### src/rtl/bound_flasher_ctrl.sv
// Bound-flasher sequencing controller: owns the counter register and phase FSM,
// steers the external next-counter generator and drives the lamp thermometer.
module bound_flasher_ctrl #(
   parameter int WIDTH     = 5,
   parameter int NUM_LAMPS = 16,
   parameter int B_TOP     = 16,
   parameter int B_MID     = 5,
   parameter int B_UP2     = 11,
   parameter int B_UP3     = 6
) (
   input  logic                 clk,
   input  logic                 rst,
   input  logic                 flick,
   input  logic                 abort,
   input  logic [WIDTH-1:0]     counter_n,
   output logic [WIDTH-1:0]     counter,
   output logic [1:0]           count_state,
   output logic [WIDTH-1:0]     counter_load,
   output logic                 counter_load_en,
   output logic [NUM_LAMPS-1:0] lamp,
   output logic                 busy
);

   typedef enum logic [2:0] {
      S_IDLE, S_UP1, S_DOWN1, S_UP2, S_DOWN2, S_UP3, S_DOWN3
   } state_t;

   localparam logic [1:0] CS_INIT = 2'b00;
   localparam logic [1:0] CS_UP   = 2'b01;
   localparam logic [1:0] CS_DOWN = 2'b10;

   state_t           r_state;
   state_t           w_state_n;
   logic [WIDTH-1:0] r_counter;

   always_ff @(posedge clk) begin
      if (rst) begin
         r_state   <= S_IDLE;
         r_counter <= '0;
      end else begin
         r_state   <= w_state_n;
         r_counter <= counter_n;
      end
   end

   // Bounds are tested on counter_n so the state flips on the edge the
   // register lands on the bound; direction reverses on the following cycle.
   always_comb begin
      w_state_n       = r_state;
      count_state     = CS_INIT;
      counter_load    = '0;
      counter_load_en = 1'b0;
      case (r_state)
         S_IDLE: begin
            count_state = CS_INIT;
            if (flick) w_state_n = S_UP1;
         end
         S_UP1: begin
            count_state = CS_UP;
            if (counter_n == WIDTH'(B_TOP)) w_state_n = S_DOWN1;
         end
         S_DOWN1: begin
            count_state = CS_DOWN;
            if (counter_n == WIDTH'(B_MID)) w_state_n = flick ? S_UP1 : S_UP2;
         end
         S_UP2: begin
            count_state = CS_UP;
            if (counter_n == WIDTH'(B_UP2)) w_state_n = S_DOWN2;
         end
         S_DOWN2: begin
            count_state = CS_DOWN;
            if (counter_n == '0) w_state_n = flick ? S_UP2 : S_UP3;
         end
         S_UP3: begin
            count_state = CS_UP;
            if (counter_n == WIDTH'(B_UP3)) w_state_n = S_DOWN3;
         end
         S_DOWN3: begin
            count_state = CS_DOWN;
            if (counter_n == '0) w_state_n = S_IDLE;
         end
         default: w_state_n = S_IDLE;
      endcase
      if (abort) begin
         counter_load_en = 1'b1;
         counter_load    = '0;
         w_state_n       = S_IDLE;
      end
   end

   genvar gi;
   generate
      for (gi = 0; gi < NUM_LAMPS; gi++) begin : g_lamp
         assign lamp[gi] = (r_counter > WIDTH'(gi));
      end
   endgenerate

   assign counter = r_counter;
   assign busy    = (r_state != S_IDLE);

endmodule
### config.mk
export PLATFORM = sky130hd
export DESIGN_NAME = bound_flasher_ctrl
export DESIGN_NICKNAME = d
export VERILOG_FILES = /design/src/rtl/bound_flasher_ctrl.sv
export SDC_FILE = /design/constraint.sdc
export NUM_CORES = 1
export LEC_CHECK = 0
export CORE_UTILIZATION = 30
export CTS_CLUSTER_DIAMETER = 150
export DETAILED_ROUTE_END_ITERATION = 12
export PLACE_DENSITY = 0.64
export REMOVE_ABC_BUFFERS = 1
export SYNTH_ARGS = -nofsm -noshare
export SYNTH_HDL_FRONTEND = slang
export SYNTH_SLANG_ARGS = --single-unit
### constraint.sdc
create_clock -name clk -period 3.2 [get_ports clk]
set_input_delay 0.64 -clock clk [delete_from_list [all_inputs] [get_ports clk]]
set_output_delay 0.64 -clock clk [all_outputs]
set_load 0.03 [all_outputs]
==> metrics.cfg <==
[synthesis]
synthArstFlopShare_pct = 0
ys_seq_elements = 8
synth_area_leader_cell = dfxtp_1
syn_area_per_cell_um2 = 7.42
synth_seq_area_share_pct = 24.0
ys_warn_count = 0
synth_top_area_share_pct = 24.0
synth_edf_count = 0
netlist_area_um2 = 668
netlist_instances = 90
synth_area_leaders = dfxtp_1 (24%), buf_4 (7.9%), nand2_1 (7.3%)
yosys_most_used_dff = dfxtp_1
ys_types = 33

[final_layout]
mostFrequentLayoutCell = clkdlybuf4s50_1
syn_to_final_growth_pct = 48.5
final_layout_size_suffix_gt1_share_pct = 7.69
fillers = 218
final_cell_mix = clkdlybuf4s50_1 (33), nand2_1 (13), nor2_1 (8), dfxtp_1 (8), a21oi_1 (6)
nNetsFinal = 128
instances_no_fill = 144
antennaDiodeCount = 0

[routing]
drc = 0
drt_iter0_markers = 14
first_pass_iters = 4
ant_nets = 0
drt-total-wl_mm = 1.50
vias_per_cell = 4.90
wl_per_cell_um = 10.4
vias = 706

[worst_setup_path]
startpoint_type = flop
critPathArrivalTime_ns = 2.00
required_ns = 2.56
cp_max_fo = 10
worstSetupEndpointType = primary output
critical_path_class = flop to primary output

[global_route]
grt_pass1_vias = 603
grt_max_degree = 11
antenna_found_initial = 0
track_usage_pct = 13.1
grt_pass1_wl_mm = 2.50
grt_overflow = 0

[floorplan]
die_h_um = 49.2
die_width_um = 49.2
ioPinCount = 39
num_rows = 16
coreArea_um2 = 2020
initial_core_util_pct = 33.0
die_area_um2 = 2420

[clock_tree]
ctsHoldBuffers = 0
cts_resized = 0
cts-buffers-inserted = 3
tritoncts = yes
clock_sinks = 8
cts_root_buf = clkbuf_4
clkLatencyLatePin_ns = 0.25
htreeDepth = 1
cts_setup_buffers = 0
cts.path.max_buffers = 2
clkTransAtPathRegs_ns = 0.06

[place]
dp_cells = 141
hpwl_mm = 1.21
place.port_buffers = 33
gp_congestion = 0.752

[sta]
max_freq_ghz = 0.378
finalClockSkew_ns = 0.000229
hold_viol = 0
setup_viol = 0
fin_tns_setup_ns = 0
rsz0062_at_grt = no
drv_slew = 0
period_minus_slack_ns = 2.64
fin_crit_sh_pct = 82.6

[pwr]
vdd_drop_max_uv = 194
p_per_area_nw_per_um2 = 411
p_leak_uw = 0.000407
p_total_uw = 408

[job]
drv_cap = 0

[hold_path]
min_path_type = flop to flop

[run_status]
status = finished, final reports clean

## synthesized netlist by cell type (all sizes together), types with 2 or more instances
master   n
nor2b    4
o32a     2
o21ai    3
clkbuf   5
a21o     2
nand2   13
dfxtp    8
nand3    4
nor2     8
and3b    2
a21oi    6
buf      8
nand2b   4
inv      5
## worst paths after layout
path                                  from    endpoint  slack [ns]  cells past startpoint
worst max-delay path            counter[4]     lamp[1]        0.56                      6
worst min register to register  r_state[0]  r_state[0]        0.71                      3
worst min-delay path            r_state[0]  r_state[0]        0.71                      3
worst max register to register  r_state[2]  r_state[2]        1.56                      5
## stage by stage
stage	setup slack (ns)	util, %	hold slack (ns)	cell area, µm²
floorplan	0.775	-	0.631	606
global placement	0.776	48.0	0.707	970
detailed placement	0.773	48.0	0.702	970
CTS	0.531	49.1	0.712	992
global route	0.394	49.1	0.770	992
finish	0.557	49.1	0.713	992
## sequential cells by signal, indices dropped and copies added (netlist names)
name and count:
counter 5, r_state 3
## routing by layer
layer / up-vias / GRT usage [%] / part of all wire [%]
li1: 355 / - / -
met1: 317 / 14.9 / 44
met5: - / 0 / 0
met3: 4 / 3.43 / 8.0
met4: 0 / 5.88 / 1.1
met2: 30 / 22.6 / 47
## area by class of cell
| class | count | area [µm²] | share of cell area [%] |
|---|---|---|---|
| sequential | 8 | 160 | 16.1 |
| tap | 27 | 33.8 | 3.40 |
| inverter | 5 | 18.8 | 1.89 |
| clock buffer | 3 | 22.5 | 2.27 |
| timing repair buffer | 33 | 330 | 33.3 |
| multi-input combinational | 68 | 427 | 43.0 |
## kinds of logic (layout without fill, tap and decap cells)
group	after synthesis	after routing	synth area share (%)
AND/OR/NAND/NOR	40	40	33.7
buffers and inverters	18	41	14.4
AO/OA/AOI/OAI	23	23	27.3
flip-flops	8	8	24.0
other	1	5	0.561
## where the power goes
| group | switching (µW) | total (µW) | internal, µW |
|---|---|---|---|
| registers | 17.8 | 125 | 108 |
| logic | 116 | 207 | 90.6 |
| clock network | 32.8 | 75.7 | 42.8 |
## worst max-delay path, cell delays in order (launching register included)
cell             delay [ns]
dfxtp_1                0.38
nor2_1                 0.21
inv_1                  0.08
nor2_1                 0.16
inv_1                  0.07
or2_2                  0.26
clkdlybuf4s50_1        0.59
Note: power is estimated with default switching activity, not from simulation.
